[src/rtl/csr_ctrl_pkg.sv]
// Shared types and address-map helpers for the APB CSR control block.
// Optional feature macro: CSR_ERR_CNT_EN (error completion counter).
package csr_ctrl_pkg;

   // APB slave FSM states
   typedef enum logic [1:0] {
      ST_IDLE   = 2'd0,
      ST_SETUP  = 2'd1,
      ST_ACCESS = 2'd2,
      ST_WAIT   = 2'd3
   } state_t;

   // Decoded register target of a transfer
   typedef enum logic [2:0] {
      TGT_NONE   = 3'd0,
      TGT_CTRL   = 3'd1,
      TGT_DATA   = 3'd2,
      TGT_RES    = 3'd3,
      TGT_STATUS = 3'd4,
      TGT_ERRCNT = 3'd5
   } target_t;

   // Opcodes accepted by a CTRL write
   localparam int unsigned OP_LEGAL_A = 32'd1;
   localparam int unsigned OP_LEGAL_B = 32'd2;

   // Saturation value of the error counter
   localparam logic [7:0] ERRCNT_MAX = 8'd255;

   function automatic int unsigned ctrl_offset();
      return 32'd0;
   endfunction

   // Operand register i (0-based) sits just after CTRL
   function automatic int unsigned data_offset(input int unsigned i);
      return i + 32'd1;
   endfunction

   function automatic int unsigned last_data_offset(input int unsigned nd);
      return nd;
   endfunction

   function automatic int unsigned res_offset(input int unsigned nd);
      return nd + 32'd1;
   endfunction

   function automatic int unsigned status_offset(input int unsigned nd);
      return nd + 32'd2;
   endfunction

   function automatic int unsigned errcnt_offset(input int unsigned nd);
      return nd + 32'd3;
   endfunction

endpackage

[src/rtl/csr_err_decode.sv]
// Combinational address decode and error classification for one APB transfer.
// The ERRCNT register only decodes when CSR_ERR_CNT_EN is defined; otherwise
// its address falls into the out-of-range error class.
module csr_err_decode
   import csr_ctrl_pkg::*;
#(
   parameter int NUM_DATA       = 2,
   parameter int OPERATION_SIZE = 2,
   parameter int ADDR_W         = $clog2(NUM_DATA + 4)
) (
   input  logic [ADDR_W-1:0]         paddr,
   input  logic                      pwrite,
   input  logic [OPERATION_SIZE-1:0] ctrl_op,
   input  logic                      full_in,
   input  logic                      empty_out,
   output target_t                   target,
   output logic [NUM_DATA-1:0]       data_sel,
   output logic                      err
);

   logic [31:0] addr;
   logic [31:0] op;

   assign addr = 32'(paddr);
   assign op   = 32'(ctrl_op);

   // Map the address onto a register target and a one-hot operand select
   always_comb begin
      target   = TGT_NONE;
      data_sel = {NUM_DATA{1'b0}};
      if (addr == ctrl_offset()) begin
         target = TGT_CTRL;
      end else if (addr <= last_data_offset(NUM_DATA)) begin
         target = TGT_DATA;
      end else if (addr == res_offset(NUM_DATA)) begin
         target = TGT_RES;
      end else if (addr == status_offset(NUM_DATA)) begin
         target = TGT_STATUS;
`ifdef CSR_ERR_CNT_EN
      end else if (addr == errcnt_offset(NUM_DATA)) begin
         target = TGT_ERRCNT;
`endif
      end else begin
         target = TGT_NONE;
      end
      for (int i = 0; i < NUM_DATA; i++) begin
         data_sel[i] = (addr == data_offset(i));
      end
   end

   // Classify direction, FIFO-state and opcode violations for the target
   always_comb begin
      err = 1'b1;
      case (target)
         TGT_CTRL:   err = !pwrite || full_in || !((op == OP_LEGAL_A) || (op == OP_LEGAL_B));
         TGT_DATA:   err = !pwrite || full_in;
         TGT_RES:    err = pwrite || empty_out;
         TGT_STATUS: err = pwrite;
         TGT_ERRCNT: err = pwrite;
         TGT_NONE:   err = 1'b1;
         default:    err = 1'b1;
      endcase
   end

endmodule

[src/rtl/apb_csr_ctrl_mc.sv]
// APB slave control for the ALU CS registers and FIFOs: SETUP-phase decode,
// programmable read wait states after the FIFO_OUT pop, write strobes and
// delayed FIFO_IN push. CSR_ERR_CNT_EN adds a saturating error counter.
module apb_csr_ctrl_mc
   import csr_ctrl_pkg::*;
#(
   parameter int NUM_DATA       = 2,
   parameter int OPERATION_SIZE = 2,
   parameter int FIFO_OUT_WIDTH = 25,
   parameter int APB_BUS_SIZE   = 32,
   parameter int RD_WAIT        = 1,
   parameter int ADDR_W         = $clog2(NUM_DATA + 4)
) (
   input  logic                      clk,
   input  logic                      rst,
   input  logic [ADDR_W-1:0]         paddr,
   input  logic                      psel,
   input  logic                      penable,
   input  logic                      pwrite,
   input  logic [OPERATION_SIZE-1:0] ctrl_op,
   input  logic                      start_bit,
   input  logic [FIFO_OUT_WIDTH-1:0] final_result,
   input  logic [FIFO_OUT_WIDTH-1:0] fifo_out_status,
   input  logic                      full_in,
   input  logic                      empty_out,
   output logic                      pready,
   output logic                      pslverr,
   output logic [APB_BUS_SIZE-1:0]   prdata,
   output logic                      en_ctrl,
   output logic [NUM_DATA-1:0]       en_data,
   output logic                      r_en_out,
   output logic                      w_en_in
);

   localparam logic [3:0] RD_WAIT_C = 4'(RD_WAIT);

   state_t                    state;
   state_t                    next_state;
   logic [3:0]                cnt;
   logic                      err_q;
   target_t                   target_q;
   logic [NUM_DATA-1:0]       sel_q;
   logic [FIFO_OUT_WIDTH-1:0] res_q;
   logic                      ctrl_done;
   logic                      complete;
   logic                      load_cnt;
   logic                      good;
   target_t                   dec_target;
   logic [NUM_DATA-1:0]       dec_sel;
   logic                      dec_err;
`ifdef CSR_ERR_CNT_EN
   logic [7:0]                errcnt;
`endif

   csr_err_decode #(
      .NUM_DATA       (NUM_DATA),
      .OPERATION_SIZE (OPERATION_SIZE),
      .ADDR_W         (ADDR_W)
   ) u_decode (
      .paddr     (paddr),
      .pwrite    (pwrite),
      .ctrl_op   (ctrl_op),
      .full_in   (full_in),
      .empty_out (empty_out),
      .target    (dec_target),
      .data_sel  (dec_sel),
      .err       (dec_err)
   );

   // FSM state register
   always_ff @(posedge clk or posedge rst) begin
      if (rst) begin
         state <= ST_IDLE;
      end else begin
         state <= next_state;
      end
   end

   // Latch decode in SETUP, run the wait counter, hold popped data, arm the push
   always_ff @(posedge clk or posedge rst) begin
      if (rst) begin
         err_q     <= 1'b0;
         target_q  <= TGT_NONE;
         sel_q     <= {NUM_DATA{1'b0}};
         cnt       <= 4'd0;
         res_q     <= {FIFO_OUT_WIDTH{1'b0}};
         ctrl_done <= 1'b0;
      end else begin
         if (state == ST_SETUP) begin
            err_q    <= dec_err;
            target_q <= dec_target;
            sel_q    <= dec_sel;
         end
         if (load_cnt) begin
            cnt <= RD_WAIT_C;
         end else if ((state == ST_WAIT) && (cnt != 4'd0)) begin
            cnt <= cnt - 4'd1;
         end
         if (r_en_out) begin
            res_q <= final_result;
         end
         ctrl_done <= complete && !err_q && (target_q == TGT_CTRL);
      end
   end

`ifdef CSR_ERR_CNT_EN
   // Count error completions, saturating at the maximum
   always_ff @(posedge clk or posedge rst) begin
      if (rst) begin
         errcnt <= 8'd0;
      end else if (complete && err_q && (errcnt != ERRCNT_MAX)) begin
         errcnt <= errcnt + 8'd1;
      end
   end
`endif

   // Next-state logic, completion detection and FIFO_OUT pop
   always_comb begin
      next_state = state;
      complete   = 1'b0;
      load_cnt   = 1'b0;
      r_en_out   = 1'b0;
      case (state)
         ST_IDLE: begin
            if (psel && !penable) begin
               next_state = ST_SETUP;
            end else begin
               next_state = ST_IDLE;
            end
         end
         ST_SETUP: begin
            if (!psel) begin
               next_state = ST_IDLE;
            end else if (penable) begin
               next_state = ST_ACCESS;
            end else begin
               next_state = ST_SETUP;
            end
         end
         ST_ACCESS: begin
            if (psel && penable) begin
               if (!err_q && (target_q == TGT_RES)) begin
                  r_en_out = 1'b1;
                  if (RD_WAIT_C == 4'd0) begin
                     complete   = 1'b1;
                     next_state = (psel && !penable) ? ST_SETUP : ST_IDLE;
                  end else begin
                     load_cnt   = 1'b1;
                     next_state = ST_WAIT;
                  end
               end else begin
                  complete   = 1'b1;
                  next_state = (psel && !penable) ? ST_SETUP : ST_IDLE;
               end
            end else if (psel) begin
               next_state = ST_SETUP;
            end else begin
               next_state = ST_IDLE;
            end
         end
         ST_WAIT: begin
            if (psel && penable) begin
               // cnt <= 1 rather than == 1 so a corrupted zero count cannot hang the bus
               if (cnt <= 4'd1) begin
                  complete   = 1'b1;
                  next_state = (psel && !penable) ? ST_SETUP : ST_IDLE;
               end else begin
                  next_state = ST_WAIT;
               end
            end else if (psel) begin
               next_state = ST_SETUP;
            end else begin
               next_state = ST_IDLE;
            end
         end
         default: begin
            next_state = ST_IDLE;
         end
      endcase
   end

   // Completion-cycle responses, write strobes, read data and FIFO_IN push
   always_comb begin
      good    = complete && !err_q;
      pready  = complete;
      pslverr = complete && err_q;
      en_ctrl = good && (target_q == TGT_CTRL);
      en_data = {NUM_DATA{1'b0}};
      prdata  = {APB_BUS_SIZE{1'b0}};
      if (good && (target_q == TGT_DATA)) begin
         en_data = sel_q;
      end else begin
         en_data = {NUM_DATA{1'b0}};
      end
      if (good) begin
         case (target_q)
            // With no wait states the pop and the completion share a cycle
            TGT_RES:    prdata = (state == ST_ACCESS) ? APB_BUS_SIZE'(final_result)
                                                      : APB_BUS_SIZE'(res_q);
            TGT_STATUS: prdata = APB_BUS_SIZE'(fifo_out_status);
`ifdef CSR_ERR_CNT_EN
            TGT_ERRCNT: prdata = APB_BUS_SIZE'(errcnt);
`endif
            default:    prdata = {APB_BUS_SIZE{1'b0}};
         endcase
      end else begin
         prdata = {APB_BUS_SIZE{1'b0}};
      end
      w_en_in = ctrl_done && start_bit;
   end

endmodule
[config.mk]
export PLATFORM = sky130hd
export DESIGN_NAME = apb_csr_ctrl_mc
export DESIGN_NICKNAME = d
export VERILOG_FILES = /design/src/rtl/csr_ctrl_pkg.sv /design/src/rtl/csr_err_decode.sv /design/src/rtl/apb_csr_ctrl_mc.sv
export SDC_FILE = /design/constraint.sdc
export NUM_CORES = 1
export LEC_CHECK = 0
export CAP_MARGIN = 0
export CORE_UTILIZATION = 50
export CTS_CLUSTER_DIAMETER = 40
export DETAILED_ROUTE_END_ITERATION = 8
export DONT_BUFFER_PORTS = 1
export GPL_TIMING_DRIVEN = 0
export PLACE_DENSITY = 0.68
export SKIP_CTS_REPAIR_TIMING = 1
export SLEW_MARGIN = 0
export SYNTH_ARGS = -nofsm -noshare
export SYNTH_HDL_FRONTEND = slang
export SYNTH_SLANG_ARGS = --single-unit
[constraint.sdc]
create_clock -name clk -period 2.19 [get_ports clk]
set_input_delay 0.5475 -clock clk [delete_from_list [all_inputs] [get_ports clk]]
set_output_delay 0.5475 -clock clk [all_outputs]
set_load 0.02 [all_outputs]
### Word-level counts from Yosys, hierarchy flattened

Cells that the tools add are included.

* add/subtract/negate cells: 1
* magnitude comparators: 2
* equal/unequal tests: 18
* multiplexer cells: 28
* reduce and logical (&&, ||, !) cells: 22

Operators by type and width (number)
* case mux 25 bit (2 select lines): 1
* zero test 32 bit: 1
* 2-to-1 mux 32 bit: 1
* 2-to-1 mux 25 bit: 1
* == test 3 x 2 -> 1 bit (second input constant): 6
* 2-to-1 mux 2 bit: 7
* == test 3 bit (second input constant): 4
* 2-to-1 mux 3 bit: 4
* == test 3 x 1 -> 1 bit (second input constant): 3
* logical AND 1 bit: 9
* 2-to-1 mux 1 bit: 9
* 2-to-1 mux 4 bit: 2
* case mux 2 bit (4 select lines): 1
* == test 2 bit (second input constant): 3
* == test 2 x 1 -> 1 bit (second input constant): 2
* less-or-equal comparator 4 x 1 -> 1 bit (second input constant): 1
* zero test 1 bit: 4
* logical OR 1 bit: 4
* case mux 1 bit (4 select lines): 1
* nonzero test 4 bit: 1
* subtractor 4 x 1 -> 4 bit (second input constant): 1
* less-or-equal comparator 3 x 2 -> 1 bit (second input constant): 1
* zero test 2 bit: 1
* case mux 1 bit (2 select lines): 1
* other kinds (2): 2

* bits in registers: 38
* bits of input ports: 63
* output and inout bits: 39
* logic and storage cells: 78

### Logic depth before layout (Yosys ltp)

Gate-level depths: netlist of the first run.

* depth after elaboration: 8
* gate-level depth with buffers: 8
* gate-level depth less buffers: 6

### Modules after synthesis

Synthesis of the first run repeated with hierarchy kept, for this count alone.

* cell total of the unflattened synthesis: 281
* area, all modules: 2434.8 um2

Modules (own cells, without submodules)
* apb_csr_ctrl_mc: times used 1, cells each 266, area an instance 2334.7 um2, seq. area each 950.9 um2
* csr_err_decode: times used 1, cells each 15, area an instance 100.1 um2, seq. area each 0.0 um2

### Least setup slack after synthesis of the first run

Ideal clock, no wire load.

* kind: register to output
* start point: register cnt[0]
* end point: output en_ctrl
* data arrival time: 2.324 ns
* data required time: 1.642 ns
* setup slack: -0.681 ns
* cell stages (with the launch flop): 7
* path buffers: 0
* cells stage by stage: dfrtp_1 -> inv_1 -> ha_1 -> nor2_1 -> o311ai_1 -> o2111ai_1 -> nor4b_1

* longest elaborated chain between the ends: 6

Ends and longest elaborated chain
* start, declared: RTL line apb_csr_ctrl_mc.sv:39 `logic [3:0] cnt;`
* start signal, assigned: RTL line apb_csr_ctrl_mc.sv:97 `cnt <= cnt - 4'd1;`
* less-or-equal comparator 4 x 1 -> 1 bit: RTL line apb_csr_ctrl_mc.sv:164 `if (cnt <= 4'd1) begin`
* 2-to-1 mux 1 bit: RTL line apb_csr_ctrl_mc.sv:164
* 2-to-1 mux 1 bit: RTL line apb_csr_ctrl_mc.sv:162 `if (psel && penable) begin`
* case mux 1 bit (2 select lines): RTL line apb_csr_ctrl_mc.sv:123 `case (state)`
* logical AND 1 bit: RTL line apb_csr_ctrl_mc.sv:184 `good = complete && !err_q;`
* logical AND 1 bit: RTL line apb_csr_ctrl_mc.sv:187 `en_ctrl = good && (target_q == TGT_CTRL);`
* end, declared: RTL line apb_csr_ctrl_mc.sv:29 `output logic en_ctrl,`

No other way between the ends.

### Final worst setup path of the first run

* start point: register cnt[1]
* end point: output prdata[10]

* longest elaborated chain between the ends: 6

Ends and longest elaborated chain
* less-or-equal comparator 4 x 1 -> 1 bit: RTL line apb_csr_ctrl_mc.sv:164
* 2-to-1 mux 1 bit: RTL line apb_csr_ctrl_mc.sv:164
* 2-to-1 mux 1 bit: RTL line apb_csr_ctrl_mc.sv:162
* case mux 1 bit (2 select lines): RTL line apb_csr_ctrl_mc.sv:123
* logical AND 1 bit: RTL line apb_csr_ctrl_mc.sv:184
* 2-to-1 mux 32 bit: RTL line apb_csr_ctrl_mc.sv:195 `if (good) begin`
* end, declared: RTL line apb_csr_ctrl_mc.sv:28 `output logic [APB_BUS_SIZE-1:0] prdata,`

No other way between the ends.

==> results.toml, run 1 <==
[outcome]
outcome = "complete, but fails checks"
failed_checks = "setup timing"

[global_routing]
grt_usage = 0.236
gr-total-overflow = 0
antenna_found_initial = 0
grt_start_max_net_pins = 39
grt_pass1_wl_um = 9410
grt_pass1_vias = 1940

[synthesis]
ys.flop_type = "dfrtp_1"
synth-async-reset-ratio = 1.00
post-synth-top-count-cell = "nand2_1"
yosysSeqAreaShare = 0.383
synth_edf_count = 0
syn_avg_cell_area_um2 = 8.44
ys_warn_count = 0
syn_inst = 294
yosys.area.top_type_share = 0.383
synth_area_leader_cell = "dfrtp_1"
yosys-top-cells-area = "dfrtp_1 (38%), nand2_1 (14%), mux2_2 (8.6%)"
ys_top_cells_by_count = "nand2_1 (94), dfrtp_1 (38), a21oi_1 (26)"
ys_types = 40
ys_ff_latch = 38
netlist_area_um2 = 2480

[critical_path]
cp_slowest_cell = "dfrtp_1"
cp_data_arrival_time_ps = 2080
startpoint_type = "register"
cp-end-kind = "output pin"
critical_path.cell_chain = "inv_2 > ha_4 > nor2_2 > o311ai_4 > o2111ai_4 > buf_12 > clkbuf_16 > a21oi_4"
cpLargestDelayFamily = "compound AO/OA/AOI/OAI gates"
cp_max_fo = 10
worstPathRequired_ps = 1640
path_class = "register to output pin"
crit_buf_inv = 3
cpPeakStageDelay_ps = 410

[die]
start_util = 0.522
die_x_um = 72.4
pin_count = 102
core_area_um2 = 4750
std_cell_rows = 25
die_area_um2 = 5250
die_h_um = 72.4

[layout]
final_core_util = 0.698
drive_gt1_frac = 0.364
antennaDiodeCount = 0
design_area_um2 = 3320
area_growth_pct = 33.8
nets = 396

[detailed_routing]
via_per_inst = 5.49
wirelength_um = 6340
routed-wl-met3_um = 388
drt-met1-wl_um = 2710
wl_met2_um = 3180
top_layer_used = "met4"
post_drt_wl_per_cell_um = 16.0
post-route-drc-count = 0
dr.first_iter.drc_count = 149
vias = 2181
ant_nets = 0
drt-pass1-iter-count = 4

[timing]
post-route-period-util = 1.20
tightest_slew_ps = 833
rsz0062_at_grt = "yes"
finalWorstSetupSlack_ps = -433
setup_viol = 31
skew_ps = 2.10
hold_violations = 0
min_period_ps = 2620
drv_slew = 0
fmax_ghz = 0.381
slew-limit-headroom = 0.444
hold_ws_ps = 283

[power_and_ir_drop]
total_power_mw = 1.69
vdd_drop_max_v = 0.000400
p_leak_nw = 1.27
power_density_nw_per_um2 = 508

[clock_tree]
root_buffer = "clkbuf_8"
cts_inserted_buffers = 5
h-tree-depth = 2
clkSinkCount = 38
cts_buffer_depth = 2
insertion_delay_ps = 290
cts_tree = "built"
path_clk_slew_ps = 70

[run]
max_cap_viol_count = 0

[placed_design]
dp_slack_ps = -639
post_dp_cell_area_um2 = 2910
io_buffers = 0
dp_hpwl_um = 4180
gp_congestion = 0.714

[worst_hold_path]
min-delay-path-class = "primary input to asynchronous set/reset pin"
==> sequential cells by signal (all words and copies together), names as in the netlist <==
signal,flops
res_q,25
cnt,4
target_q,3
sel_q,2
state,2
ctrl_done,1
err_q,1
==> layout by cell type (no fill, tap or decap), types with 2 or more instances in the layout <==
cell	Yosys	layout
dfrtp_2	0	4
clkbuf_16	0	2
a21o_1	25	25
clkbuf_8	0	5
conb_1	1	7
nor3_1	4	4
ha_4	0	2
clkbuf_1	15	8
nor2_1	11	6
a21oi_1	26	2
or4bb_1	2	2
buf_12	0	3
o21ai_0	3	3
inv_2	0	3
nand2_1	94	93
clkbuf_2	0	7
mux2i_1	2	2
buf_4	7	30
nand2b_1	2	2
nor2b_1	2	2
mux2_2	19	19
nor2_4	0	4
mux2_4	6	6
xor2_1	2	2
o31ai_1	3	3
dfrtp_1	38	34
a21oi_4	0	24
==> report_power, final <==
group	internal (mW)	switching, mW	leakage (nW)	total, mW
clock	0.220	0.246	0.0383	0.466
sequential	0.762	0.0649	0.489	0.827
combinational	0.176	0.219	0.739	0.394
total	1.16	0.530	1.27	1.69
==> path summary, 6_finish.rpt <==
kind | end | slack [ps] | depth (start not counted) | start
setup / recovery | prdata[10] | -430 | 8 | cnt[1]
hold / removal | res_q[8] | 280 | 1 | rst
setup reg to reg | ctrl_done | 270 | 7 | cnt[1]
hold reg to reg | sel_q[1] | 490 | 2 | sel_q[1]
max in group asynchronous | cnt[0] | 1310 | 1 | rst
min in group clk | target_q[0] | 340 | 1 | paddr[2]
==> cell families (layout without fill, tap and decap cells) <==
kind of cell / Yosys count / after routing / synth area share
compound gates: 64 / 64 / 0.166
xor+xnor: 3 / 3 / 0.0106
fa+ha+maj: 3 / 3 / 0.0151
buf+inv: 32 / 62 / 0.0716
flops: 38 / 38 / 0.383
mux: 27 / 27 / 0.131
other cells: 1 / 7 / 0.00151
simple gates: 126 / 126 / 0.221
==> layout make-up <==
cell class              count  area (um2)
clock buffers               7        76.3
fillers                   381        1440
plain buffers              25         196
inverters                   5        22.5
multi-input cells         230        1770
repair buffers             25         213
well taps                  67        83.8
flip-flops and latches     38         956
==> routing by layer <==
metal,track usage,vias to the layer above
met3,0.0542,6
met1,0.307,1052
met2,0.394,74
li1,-,1049
met5,0,-
met4,0.0719,0
==> per-stage QoR <==
| stage | setup TNS [ps] | cells |
|---|---|---|
| 2_1_floorplan | -2130 | 300 |
| 3_3_place_gp | -13790 | 367 |
| 3_5_place_dp | -14220 | 367 |
| 4_1_cts | -24320 | 374 |
| 5_1_grt | -13730 | 397 |
| 6_report | -11770 | 397 |
No activity file was read; power rests on OpenSTA's default activity.
==> run 2, diff against run 1 <==
Settings changed: CORE_UTILIZATION 50 to 55, PLACE_DENSITY 0.68 to 0.73, REMOVE_ABC_BUFFERS from default to 1.
==> run 2 against run 1 <==
- the flow still finishes with violations (setup timing)
- fmax fell by 4.8%
- worst hold slack improved by 5.1 ps
- register-to-register slack got worse by 130 ps
==> results.toml, run 2 (synthesized netlist as in run 1, its figures left out) <==
[worst_hold_path]
min-delay-path-class = "primary input to asynchronous set/reset pin"

[global_routing]
grt_start_max_net_pins = 39
grt_pass1_wl_um = 8250
grt_pass1_vias = 1676
grt_usage = 0.218
antenna_found_initial = 0
gr-total-overflow = 0

[layout]
layout_commonest_cell = "nand2_1"
antennaDiodeCount = 0
largest_register = "res_q"
fill_cells = 304
reg_top3 = "res_q: 25 flops, cnt: 4 flops, target_q: 3 flops"
area_growth_pct = 30.6
nets = 381
final_core_util = 0.744
largest_reg_flops = 25
drive_gt1_frac = 0.364
layout_common_cells = "nand2_1 (94), dfrtp_1 (33), a21o_1 (25), a21oi_4 (23), buf_4 (21)"

[clock_tree]
cts_buffer_depth = 2
clkSinkCount = 38
path_clk_slew_ps = 80
root_buffer = "clkbuf_8"
insertion_delay_ps = 290
cts_tree = "built"
h-tree-depth = 2
cts_inserted_buffers = 5

[die]
core_area_um2 = 4350
die_h_um = 69.2
die_area_um2 = 4780
std_cell_rows = 24
pin_count = 102
start_util = 0.570
die_x_um = 69.2

[power_and_ir_drop]
total_power_mw = 1.74
switching_share = 0.316
switchingPower_uw = 550
vdd_drop_max_v = 0.000419
power_density_nw_per_um2 = 536
p_leak_nw = 1.21
p_comb_frac = 0.225
pwr-share-seq = 0.483
clkPwrFrac = 0.292
p_int_mw = 1.19

[critical_path]
startpoint_type = "register"
path_class = "register to output pin"
cp-startpoint = "cnt[0]"
cp_max_fo = 10
worstPathRequired_ps = 1640
reg2reg_slack_ps = 140
crit-reg2reg-launch = "target_q[2]"
cp-end-kind = "output pin"
cp_data_arrival_time_ps = 2210

[timing]
drv_slew = 0
post-route-period-util = 1.26
skew_ps = 7.71
finalWorstSetupSlack_ps = -564
hold_violations = 0
rsz0062_at_grt = "yes"
tns_ps = -12890
slew-limit-headroom = 0.453
tightest_slew_ps = 819
fmax_ghz = 0.363
min_period_ps = 2750
hold_ws_ps = 288
setup_viol = 31

[outcome]
failed_checks = "setup timing"
outcome = "complete, but fails checks"

[detailed_routing]
vias = 2221
dr.first_iter.drc_count = 128
post_drt_wl_per_cell_um = 18.9
drt-pass1-iter-count = 4
wirelength_um = 6960
post-route-drc-count = 0
ant_nets = 0
via_per_inst = 6.04

[placed_design]
io_buffers = 0
dp_hpwl_um = 3470
dp_slack_ps = -1410
gp_congestion = 0.745

[run]
max_cap_viol_count = 0
## run 2: metal layers
layer,up-vias,routed length [um],track usage
met4,0,154,0.0590
met2,104,3490,0.323
li1,1026,-,-
met5,-,0,0
met1,1077,2840,0.309
met3,14,486,0.0673
## run 2: worst paths after layout
path | endpoint | cells past startpoint
min in group clk | target_q[1] | 1
max | en_ctrl | 7
max in group asynchronous | target_q[2] | 1
min reg2reg | sel_q[1] | 2
max reg2reg | res_q[2] | 5
min | state[0] | 1
## run 2: worst max-delay path: stages (launching register included)
cell	delay [ps]
dfrtp_1	430
inv_2	110
ha_4	140
nor2_2	40
o311ai_4	330
o2111ai_4	240
buf_12	230
nor4b_4	390
## run 2: power by group through the flow
stage / Clock, mW / Sequential (mW) / Combinational, mW
2_1_floorplan: 0 / 0.810 / 0.186
3_3_place_gp: 0 / 0.821 / 0.221
3_5_place_dp: 0 / 0.825 / 0.237
4_1_cts: 0.511 / 0.812 / 0.237
5_1_grt: 0.552 / 0.846 / 0.422
6_report: 0.508 / 0.839 / 0.391
## run 2: metrics by stage
stage	instance area [um2]	cells
final	3240	368
after global routing	3240	368
after CTS	2560	336
after detailed placement	2470	328
after global placement	2410	325
after floorplan	2340	273
## run 2: area by class of cell
class	instances	area, um2	share of cell area
inverters	5	22.5	0.00695
repair buffers	31	300	0.0927
well taps	52	65.1	0.0201
multi-input cells	234	1800	0.557
clock inverters	1	5.00	0.00154
clock buffers	7	86.3	0.0266
flip-flops and latches	38	957	0.295
==> run 3, diff against run 2 <==
Settings changed: GPL_TIMING_DRIVEN 0 to default.
==> run 3 against run 2 <==
- the flow still finishes with violations (setup timing)
- worst hold slack got worse by 23 ps
- global-route usage is 2.3 points higher
- first-iteration DRC count fell by 33%
==> results.toml, run 3 (synthesized netlist as in run 1, its figures left out) <==
[outcome]
outcome = "complete, but fails checks"
failed_checks = "setup timing"

[clock_tree]
cts_buffer_depth = 2
root_buffer = "clkbuf_8"
path_clk_slew_ps = 80
cts_tree = "built"
h-tree-depth = 2
insertion_delay_ps = 290
clkSinkCount = 38
cts_inserted_buffers = 5

[layout]
antennaDiodeCount = 0
final_core_util = 0.735
reg_top3 = "res_q: 25 flops, cnt: 4 flops, target_q: 3 flops"
largest_reg_flops = 25
area_growth_pct = 29.0
layout_common_cells = "nand2_1 (93), buf_4 (46), dfrtp_1 (35), a21o_1 (25), mux2_2 (19)"
layout_commonest_cell = "nand2_1"
drive_gt1_frac = 0.382
largest_register = "res_q"
nets = 405

[detailed_routing]
vias = 2263
post_drt_wl_per_cell_um = 15.9
dr.first_iter.drc_count = 86
wirelength_um = 6240
post-route-drc-count = 0
drt-pass1-iter-count = 4
via_per_inst = 5.77
ant_nets = 0

[critical_path]
startpoint_type = "register"
cp_data_arrival_time_ps = 2130
crit-reg2reg-launch = "state[0]"
cp-startpoint = "cnt[1]"
cpPeakStageDelay_ps = 390
critical_path.cell_chain = "inv_2 > ha_4 > nor2_2 > o311ai_4 > o2111ai_4 > nor4b_4 > buf_4"
path_class = "register to output pin"
worstPathRequired_ps = 1640
cp_slowest_cell = "dfrtp_1"
cp-end-kind = "output pin"
cp_max_fo = 5

[timing]
tns_ps = -12600
setup_viol = 30
post-route-period-util = 1.22
fmax_ghz = 0.374
finalWorstSetupSlack_ps = -483
hold_violations = 0
min_period_ps = 2670
rsz0062_at_grt = "yes"
skew_ps = 9.95
drv_slew = 0

[run]
max_cap_viol_count = 0

[power_and_ir_drop]
power_density_nw_per_um2 = 526
vdd_drop_max_v = 0.000464
p_leak_nw = 1.34

[placed_design]
io_buffers = 0
gp_congestion = 0.772
dp_slack_ps = -188
dp_hpwl_um = 3950

[die]
core_area_um2 = 4350
start_util = 0.570
die_x_um = 69.2
die_area_um2 = 4780
std_cell_rows = 24
pin_count = 102
die_h_um = 69.2

[global_routing]
gr-total-overflow = 0
grt_usage = 0.241
antenna_found_initial = 0
grt_start_max_net_pins = 39
grt_pass1_vias = 2004
grt_pass1_wl_um = 9270

[worst_hold_path]
min-delay-path-class = "primary input to asynchronous set/reset pin"
-- run 3: area by class of cell --
type / instances / area (um2)
flip-flops and latches: 38 / 955
well taps: 52 / 65.1
multi-input cells: 230 / 1570
clock buffers: 7 / 86.3
clock inverters: 1 / 5.00
fillers: 301 / 1150
inverters: 5 / 22.5
repair buffers: 59 / 500
-- run 3: metal layers --
layer | part of all wire | vias up | global-route usage
li1 | - | 1062 | -
met1 | 0.42 | 1112 | 0.306
met2 | 0.50 | 77 | 0.405
met3 | 0.059 | 12 | 0.0585
met4 | 0.020 | 0 | 0.0748
met5 | 0 | - | 0
-- run 3: report_power, final --
part	total, mW	internal (mW)	switching (mW)	leakage (nW)
Combinational	0.386	0.171	0.215	0.805
Sequential	0.806	0.760	0.0464	0.489
Clock	0.492	0.254	0.238	0.0482
-- run 3: path summary, 6_finish.rpt --
check	endpoint	slack, ps	cells past startpoint
worst max-delay path	en_ctrl	-480	7
worst min register to register	sel_q[1]	490	2
max in group asynchronous	state[0]	1570	2
worst max register to register	res_q[3]	260	4
worst min-delay path	res_q[1]	270	2
min in group clk	target_q[0]	350	1
-- run 3: critical path, delay by kind of cell, from the launching register on --
family	cells	cell delay, ps
AOI/OAI and AO/OA	2	580
adders and majority gates	1	160
buffers and inverters	2	320
DFF	1	390
and+or+nand+nor	2	390
-- run 3: through the flow --
| step | cell area, um2 | std cells | power [mW] | hold slack (ps) |
|---|---|---|---|---|
| floorplan | 2340 | 273 | 0.995 | 442 |
| global placement | 2790 | 372 | 1.10 | 464 |
| detailed placement | 2790 | 372 | 1.11 | 472 |
| CTS | 2880 | 380 | 1.60 | 274 |
| global route | 3200 | 392 | 1.76 | 301 |
| finish | 3200 | 392 | 1.68 | 265 |
